$ cat src/rtl/io_bus_arbiter_pkg.sv
// Shared types and constants for the IO bus arbiter.
// Requesters and the bench use the port addresses from here.
package io_bus_arbiter_pkg;

   localparam int BUS_ADDR_W    = 10;
   localparam int BUS_DATA_W    = 4;
   localparam int BUS_MAX_BURST = 4;

   localparam logic [9:0] IN_PORT_ADDR  = 10'b1111111110;
   localparam logic [9:0] OUT_PORT_ADDR = 10'b1111111111;

   typedef enum logic [1:0] {
      IDLE = 2'b00,
      OWN0 = 2'b01,
      OWN1 = 2'b10
   } state_t;

endpackage

$ cat src/rtl/io_bus_arbiter_if.sv
// Requester-side and memory-side signals of the shared IO bus.
// The arbiter takes the slave view; the requesters/memory the master view.
interface io_bus_arbiter_if #(
   parameter int ADDR_W = 10,
   parameter int DATA_W = 4
);
   logic              req0, req1;
   logic              wr_en0, wr_en1;
   logic              rd_en0, rd_en1;
   logic [ADDR_W-1:0] addr0, addr1;
   logic [DATA_W-1:0] wdata0, wdata1;
   logic              grant0, grant1;
   logic [DATA_W-1:0] rdata;
   logic              rvalid0, rvalid1;
   logic              bus_write_en;
   logic              bus_read_en;
   logic [ADDR_W-1:0] bus_addr;
   logic [DATA_W-1:0] bus_wdata;
   logic [DATA_W-1:0] bus_rdata;

   modport slave (
      input  req0, req1, wr_en0, wr_en1, rd_en0, rd_en1,
      input  addr0, addr1, wdata0, wdata1, bus_rdata,
      output grant0, grant1, rdata, rvalid0, rvalid1,
      output bus_write_en, bus_read_en, bus_addr, bus_wdata
   );

   modport master (
      output req0, req1, wr_en0, wr_en1, rd_en0, rd_en1,
      output addr0, addr1, wdata0, wdata1, bus_rdata,
      input  grant0, grant1, rdata, rvalid0, rvalid1,
      input  bus_write_en, bus_read_en, bus_addr, bus_wdata
   );
endinterface

$ cat src/rtl/io_bus_mux.sv
// Owner select onto the IO bus; a write beats a simultaneous read.
// All bus outputs are zero outside a transfer cycle.
module io_bus_mux #(
   parameter int ADDR_W = 10,
   parameter int DATA_W = 4
) (
   input  logic              xfer0,
   input  logic              xfer1,
   input  logic              wr_en0,
   input  logic              wr_en1,
   input  logic              rd_en0,
   input  logic              rd_en1,
   input  logic [ADDR_W-1:0] addr0,
   input  logic [ADDR_W-1:0] addr1,
   input  logic [DATA_W-1:0] wdata0,
   input  logic [DATA_W-1:0] wdata1,
   output logic              bus_write_en,
   output logic              bus_read_en,
   output logic [ADDR_W-1:0] bus_addr,
   output logic [DATA_W-1:0] bus_wdata
);

   always_comb begin
      bus_write_en = 1'b0;
      bus_read_en  = 1'b0;
      bus_addr     = '0;
      bus_wdata    = '0;
      unique case (1'b1)
         xfer0: begin
            bus_write_en = wr_en0;
            bus_read_en  = rd_en0 & ~wr_en0;
            bus_addr     = addr0;
            bus_wdata    = wdata0;
         end
         xfer1: begin
            bus_write_en = wr_en1;
            bus_read_en  = rd_en1 & ~wr_en1;
            bus_addr     = addr1;
            bus_wdata    = wdata1;
         end
         default: ;
      endcase
   end

endmodule

$ cat src/rtl/io_bus_arbiter.sv
// Round-robin IO bus arbiter with bounded bursts between CPU (0)
// and loader/debug (1); registered grants and read return.
module io_bus_arbiter
   import io_bus_arbiter_pkg::*;
#(
   parameter int ADDR_W    = BUS_ADDR_W,
   parameter int DATA_W    = BUS_DATA_W,
   parameter int MAX_BURST = BUS_MAX_BURST
) (
   input logic             clk,
   input logic             rst_n,
   io_bus_arbiter_if.slave bus
);

   localparam int CW = (MAX_BURST > 1) ? $clog2(MAX_BURST) : 1;
   localparam logic [CW-1:0] CNT_LAST = CW'(MAX_BURST - 1);

   state_t        state, state_nx;
   logic          last, last_nx;
   logic [CW-1:0] cnt, cnt_nx;
   logic          grant0, grant1;
   logic          xfer0, xfer1;

   assign grant0 = (state == OWN0);
   assign grant1 = (state == OWN1);
   assign xfer0  = grant0 & bus.req0;
   assign xfer1  = grant1 & bus.req1;

   assign bus.grant0 = grant0;
   assign bus.grant1 = grant1;

   always_ff @(posedge clk or negedge rst_n) begin
      if (!rst_n) begin
         state <= IDLE;
         last  <= 1'b1;
         cnt   <= '0;
      end else begin
         state <= state_nx;
         last  <= last_nx;
         cnt   <= cnt_nx;
      end
   end

   // The burst counter only advances while the other side waits.
   always_comb begin
      state_nx = state;
      last_nx  = last;
      cnt_nx   = cnt;
      unique case (state)
         IDLE: begin
            if (bus.req0 && (!bus.req1 || last)) begin
               state_nx = OWN0;
               cnt_nx   = '0;
            end else if (bus.req1) begin
               state_nx = OWN1;
               cnt_nx   = '0;
            end
         end
         OWN0: begin
            if (!bus.req0) begin
               last_nx  = 1'b0;
               state_nx = bus.req1 ? OWN1 : IDLE;
               cnt_nx   = '0;
            end else if (bus.req1) begin
               if (cnt == CNT_LAST) begin
                  last_nx  = 1'b0;
                  state_nx = OWN1;
                  cnt_nx   = '0;
               end else begin
                  cnt_nx = cnt + CW'(1);
               end
            end
         end
         OWN1: begin
            if (!bus.req1) begin
               last_nx  = 1'b1;
               state_nx = bus.req0 ? OWN0 : IDLE;
               cnt_nx   = '0;
            end else if (bus.req0) begin
               if (cnt == CNT_LAST) begin
                  last_nx  = 1'b1;
                  state_nx = OWN0;
                  cnt_nx   = '0;
               end else begin
                  cnt_nx = cnt + CW'(1);
               end
            end
         end
         default: begin
            state_nx = IDLE;
            cnt_nx   = '0;
         end
      endcase
   end

   always_ff @(posedge clk or negedge rst_n) begin
      if (!rst_n) begin
         bus.rdata   <= '0;
         bus.rvalid0 <= 1'b0;
         bus.rvalid1 <= 1'b0;
      end else begin
         bus.rvalid0 <= grant0 & bus.bus_read_en;
         bus.rvalid1 <= grant1 & bus.bus_read_en;
         if (bus.bus_read_en) bus.rdata <= bus.bus_rdata;
      end
   end

   io_bus_mux #(
      .ADDR_W(ADDR_W),
      .DATA_W(DATA_W)
   ) u_mux (
      .xfer0       (xfer0),
      .xfer1       (xfer1),
      .wr_en0      (bus.wr_en0),
      .wr_en1      (bus.wr_en1),
      .rd_en0      (bus.rd_en0),
      .rd_en1      (bus.rd_en1),
      .addr0       (bus.addr0),
      .addr1       (bus.addr1),
      .wdata0      (bus.wdata0),
      .wdata1      (bus.wdata1),
      .bus_write_en(bus.bus_write_en),
      .bus_read_en (bus.bus_read_en),
      .bus_addr    (bus.bus_addr),
      .bus_wdata   (bus.bus_wdata)
   );

endmodule

$ cat src/flat_wrapper.sv
// flat-port wrapper written by rule: the top's interface ports become plain ports
module io_bus_arbiter_flat import io_bus_arbiter_pkg::*;
#(
   parameter int ADDR_W    = BUS_ADDR_W,
   parameter int DATA_W    = BUS_DATA_W,
   parameter int MAX_BURST = BUS_MAX_BURST
)
  (clk, rst_n, bus_req0, bus_req1, bus_wr_en0, bus_wr_en1, bus_rd_en0, bus_rd_en1, bus_addr0, bus_addr1, bus_wdata0, bus_wdata1, bus_bus_rdata, bus_grant0, bus_grant1, bus_rdata, bus_rvalid0, bus_rvalid1, bus_bus_write_en, bus_bus_read_en, bus_bus_addr, bus_bus_wdata);
  io_bus_arbiter_if #(.ADDR_W(ADDR_W), .DATA_W(DATA_W)) bus_i ();
  input logic clk;
  input logic rst_n;
  input wire logic [$bits(bus_i.req0)-1:0] bus_req0;
  input wire logic [$bits(bus_i.req1)-1:0] bus_req1;
  input wire logic [$bits(bus_i.wr_en0)-1:0] bus_wr_en0;
  input wire logic [$bits(bus_i.wr_en1)-1:0] bus_wr_en1;
  input wire logic [$bits(bus_i.rd_en0)-1:0] bus_rd_en0;
  input wire logic [$bits(bus_i.rd_en1)-1:0] bus_rd_en1;
  input wire logic [$bits(bus_i.addr0)-1:0] bus_addr0;
  input wire logic [$bits(bus_i.addr1)-1:0] bus_addr1;
  input wire logic [$bits(bus_i.wdata0)-1:0] bus_wdata0;
  input wire logic [$bits(bus_i.wdata1)-1:0] bus_wdata1;
  input wire logic [$bits(bus_i.bus_rdata)-1:0] bus_bus_rdata;
  output wire logic [$bits(bus_i.grant0)-1:0] bus_grant0;
  output wire logic [$bits(bus_i.grant1)-1:0] bus_grant1;
  output wire logic [$bits(bus_i.rdata)-1:0] bus_rdata;
  output wire logic [$bits(bus_i.rvalid0)-1:0] bus_rvalid0;
  output wire logic [$bits(bus_i.rvalid1)-1:0] bus_rvalid1;
  output wire logic [$bits(bus_i.bus_write_en)-1:0] bus_bus_write_en;
  output wire logic [$bits(bus_i.bus_read_en)-1:0] bus_bus_read_en;
  output wire logic [$bits(bus_i.bus_addr)-1:0] bus_bus_addr;
  output wire logic [$bits(bus_i.bus_wdata)-1:0] bus_bus_wdata;
  assign bus_i.req0 = bus_req0;
  assign bus_i.req1 = bus_req1;
  assign bus_i.wr_en0 = bus_wr_en0;
  assign bus_i.wr_en1 = bus_wr_en1;
  assign bus_i.rd_en0 = bus_rd_en0;
  assign bus_i.rd_en1 = bus_rd_en1;
  assign bus_i.addr0 = bus_addr0;
  assign bus_i.addr1 = bus_addr1;
  assign bus_i.wdata0 = bus_wdata0;
  assign bus_i.wdata1 = bus_wdata1;
  assign bus_i.bus_rdata = bus_bus_rdata;
  assign bus_grant0 = bus_i.grant0;
  assign bus_grant1 = bus_i.grant1;
  assign bus_rdata = bus_i.rdata;
  assign bus_rvalid0 = bus_i.rvalid0;
  assign bus_rvalid1 = bus_i.rvalid1;
  assign bus_bus_write_en = bus_i.bus_write_en;
  assign bus_bus_read_en = bus_i.bus_read_en;
  assign bus_bus_addr = bus_i.bus_addr;
  assign bus_bus_wdata = bus_i.bus_wdata;
  io_bus_arbiter #(.ADDR_W(ADDR_W), .DATA_W(DATA_W), .MAX_BURST(MAX_BURST)) u_core (.clk(clk), .rst_n(rst_n), .bus(bus_i));
endmodule
$ cat config.mk
export PLATFORM = sky130hd
export DESIGN_NAME = io_bus_arbiter_flat
export DESIGN_NICKNAME = d
export VERILOG_FILES = /design/src/rtl/io_bus_arbiter_pkg.sv /design/src/rtl/io_bus_arbiter_if.sv /design/src/rtl/io_bus_mux.sv /design/src/rtl/io_bus_arbiter.sv /design/src/flat_wrapper.sv
export SDC_FILE = /design/constraint.sdc
export NUM_CORES = 1
export LEC_CHECK = 0
export CORE_UTILIZATION = 30
export CTS_CLUSTER_DIAMETER = 200
export DETAILED_ROUTE_END_ITERATION = 12
export PLACE_DENSITY = 0.73
export SYNTH_ARGS = -nofsm -noshare
export SYNTH_HDL_FRONTEND = slang
export SYNTH_HIERARCHICAL = 1
export SYNTH_SLANG_ARGS = --single-unit
$ cat constraint.sdc
create_clock -name clk -period 2.3 [get_ports clk]
set_clock_uncertainty 0.05 [all_clocks]
set_input_delay 0.345 -clock clk [delete_from_list [all_inputs] [get_ports clk]]
set_output_delay 0.345 -clock clk [all_outputs]
set_load 0.01 [all_outputs]
==> flow_metrics.py <==
metrics = {
    "run_status": {
        "status": "finished, final reports clean",
    },
    "setup_path": {
        "crit_top_cell": "inv_2",
        "cpPeakStageDelay_ns": 0.39,
        "crit_arrival_ns": 1.72,
        "worstPathRequired_ns": 1.90,
        "start_kind": "flip-flop",
        "cpMaxStageDelayCell": "dfrtp_1",
        "crit_path_max_fanout": 6,
        "cp-end-kind": "output port",
        "crit_chain": "inv_2 -> ha_1 -> nand2_1 -> inv_2 -> buf_4 -> a22o_2 -> dlygate4sd2_1",
        "critPathBufInv": 4,
        "path_class": "reg -> out",
        "cpLargestDelayFamily": "buffers and inverters",
        "rrSetupSlack_ns": 0.54,
    },
    "routing": {
        "wl_um": 2380,
        "final_antenna_net_count": 0,
        "dr.pass1.iters": 4,
        "wl_per_cell_um": 13.5,
        "drt-vias-per-instance": 4.83,
        "vias": 850,
        "drtIter0Drc": 6,
        "drc_errors": 0,
    },
    "logic_synthesis": {
        "synth_nets": 121,
        "netlist_area_um2": 828,
        "ys_types": 30,
        "synth.largest_area_cell": "dfrtp_1",
        "netlist.area_leader.share": 0.302,
        "synthTopCellsByArea": "dfrtp_1, a22o_1, ha_1",
        "ys_seq_elements": 11,
        "synth_area_per_cell_um2": 11.0,
        "syn_inst": 75,
        "ys_warn_count": 6,
        "ys_seq_area_frac": 0.334,
    },
    "global_route": {
        "track_usage": 0.157,
        "grt_max_degree": 16,
        "grt_pass1_wl_um": 3330,
        "overflow": 0,
        "grt_pass1_vias": 784,
        "antenna_found_initial": 0,
    },
    "final_layout": {
        "instances_no_fill": 176,
        "postLayoutCellArea_um2": 1530,
        "area_growth_syn_to_layout_pct": 84.7,
        "n_antenna_cell": 0,
        "multi_input_area_um2": 477,
        "fill_cells": 234,
        "regArea_um2": 277,
        "nets": 193,
        "final_common_cell": "clkdlybuf4s50_1",
        "drive_above_1_share": 0.219,
        "final_cell_mix": "clkdlybuf4s50_1, dlygate4sd2_1, dfrtp_1",
    },
    "pwr": {
        "p_per_area_nw_per_um2": 828,
        "leakage_nw": 0.746,
        "ir_drop_mv": 0.527,
    },
    "clocking": {
        "cts_tree": "done",
        "clock_path_buffers": 2,
        "clock_sinks": 11,
        "clk_pin_slew_ns": 0.08,
        "htreeDepth": 1,
        "clock_latency_ns": 0.27,
        "cts_inserted_buffers": 3,
        "cts-root-buf": "clkbuf_4",
    },
    "floorplan": {
        "start_util": 0.325,
        "die_area_um2": 2980,
        "pin_count": 64,
        "num_rows": 18,
        "die_y_um": 54.5,
        "die-width_um": 54.5,
        "core_um2": 2540,
    },
    "timing": {
        "final-hold-violation-count": 0,
        "slew_violations": 0,
        "worst_pin_slew_ns": 0.505,
        "tns_ns": 0,
        "maxSlewHeadroom": 0.662,
        "fin_crit_ns": 2.12,
        "setup_viol": 0,
        "fmax_mhz": 472,
        "rsz0062_at_grt": "false",
        "finalCritPeriodShare": 0.921,
    },
    "place": {
        "dp_hpwl_um": 1990,
        "post_dp_cell_area_um2": 1510,
        "post-place-cells": 171,
        "portBuffers": 63,
        "gp_congestion": 0.786,
    },
    "min_path": {
        "holdCritPathClass": "in -> async",
    },
    "run": {
        "drv_cap": 0,
    },
}
[flip-flops by register name (all words and copies together) (netlist names)]
signal and cells:
u_core/cnt 2, u_core/state 2, u_core/bus.rvalid1 1, u_core/last 1
u_core/bus.rdata 4, u_core/bus.rvalid0 1
[through the flow]
step,utilization,hold WS (ns),power [W],worst slack (ns)
after global routing,0.601,0.415,0.00137,0.0893
after floorplan,-,-0.000591,0.000795,0.115
after CTS,0.600,0.372,0.00129,0.0136
after global placement,0.593,0.420,0.00116,0.0658
after detailed placement,0.593,0.446,0.00117,0.0381
final,0.601,0.359,0.00127,0.181
[power breakdown]
| group | internal (W) | switching (W) |
|---|---|---|
| Clock | 0.0000671 | 0.0000675 |
| Combinational | 0.000489 | 0.000334 |
| Sequential | 0.000269 | 0.0000403 |
[worst reg2reg max path, cell delays in order, from the launching register on]
cell and delay, ns:
dfrtp_1 0.40, buf_4 0.15, ha_1 0.24, mux2i_1 0.20, o22ai_2 0.14, nand2b_4 0.17
mux2_4 0.29
[routing by layer]
layer  GRT usage  part of all wire
met2       0.301              0.49
met3      0.0333              0.14
met1       0.168              0.38
met5           0                 0
met4      0.0513           0.00084
[timing repair]
| action | CTS | global route |
|---|---|---|
| hold buffers | 0 | 0 |
| buffers inserted | 1 | 0 |
| resized for setup | 19 | 1 |
| setup endpoints to repair | 16 | 1 |
| pin swaps | 0 | 0 |
[synthesized netlist by cell type]
| library cell | number |
|---|---|
| a21boi_0 | 1 |
| a21o_1 | 1 |
| a21o_2 | 1 |
| a21oi_1 | 2 |
| a22o_1 | 9 |
| a22o_2 | 6 |
| and2_1 | 2 |
| buf_6 | 4 |
| buf_8 | 1 |
| dfrtp_1 | 10 |
| dfstp_2 | 1 |
| ha_1 | 6 |
| inv_1 | 4 |
| mux2_2 | 5 |
| mux2_4 | 1 |
| mux2i_1 | 2 |
| nand2_1 | 5 |
| nand2_2 | 1 |
| nand2b_1 | 1 |
| nand2b_4 | 1 |
| nand3_1 | 1 |
| nand3b_1 | 2 |
| nor3_1 | 1 |
| nor4b_1 | 1 |
| o2111ai_1 | 1 |
| o21a_1 | 1 |
| o21ai_0 | 1 |
| o21ai_1 | 1 |
| o21bai_1 | 1 |
| o22ai_2 | 1 |
[cell families (layout without fill, tap and decap cells)]
logic type	after synthesis	after routing	synth area share
AOI/OAI and AO/OA	26	26	0.264
adders and majority gates	6	6	0.0906
DFF	11	11	0.334
buffers and inverters	9	80	0.0906
and+or+nand+nor	15	15	0.110
muxes	8	8	0.110
[cell type report]
class,count,area share
clock buffer,4,0.0172
inverter,4,0.00981
timing repair buffer,72,0.456
tap,30,0.0245
sequential,11,0.181
multi-input combinational,55,0.312
[worst paths after layout]
| check | depth (start not counted) | end | from |
|---|---|---|---|
| min in group clk | 2 | u_core/cnt[1] | u_core/cnt[1] |
| max in group asynchronous | 1 | u_core/last | rst_n |
| hold reg to reg | 2 | u_core/cnt[1] | u_core/cnt[1] |
| setup reg to reg | 6 | u_core/state[0] | u_core/state[0] |
| hold / removal | 1 | u_core/cnt[0] | rst_n |
| setup / recovery | 7 | bus_bus_wdata[3] | u_core/state[1] |
(Power assumes the default switching activity.)
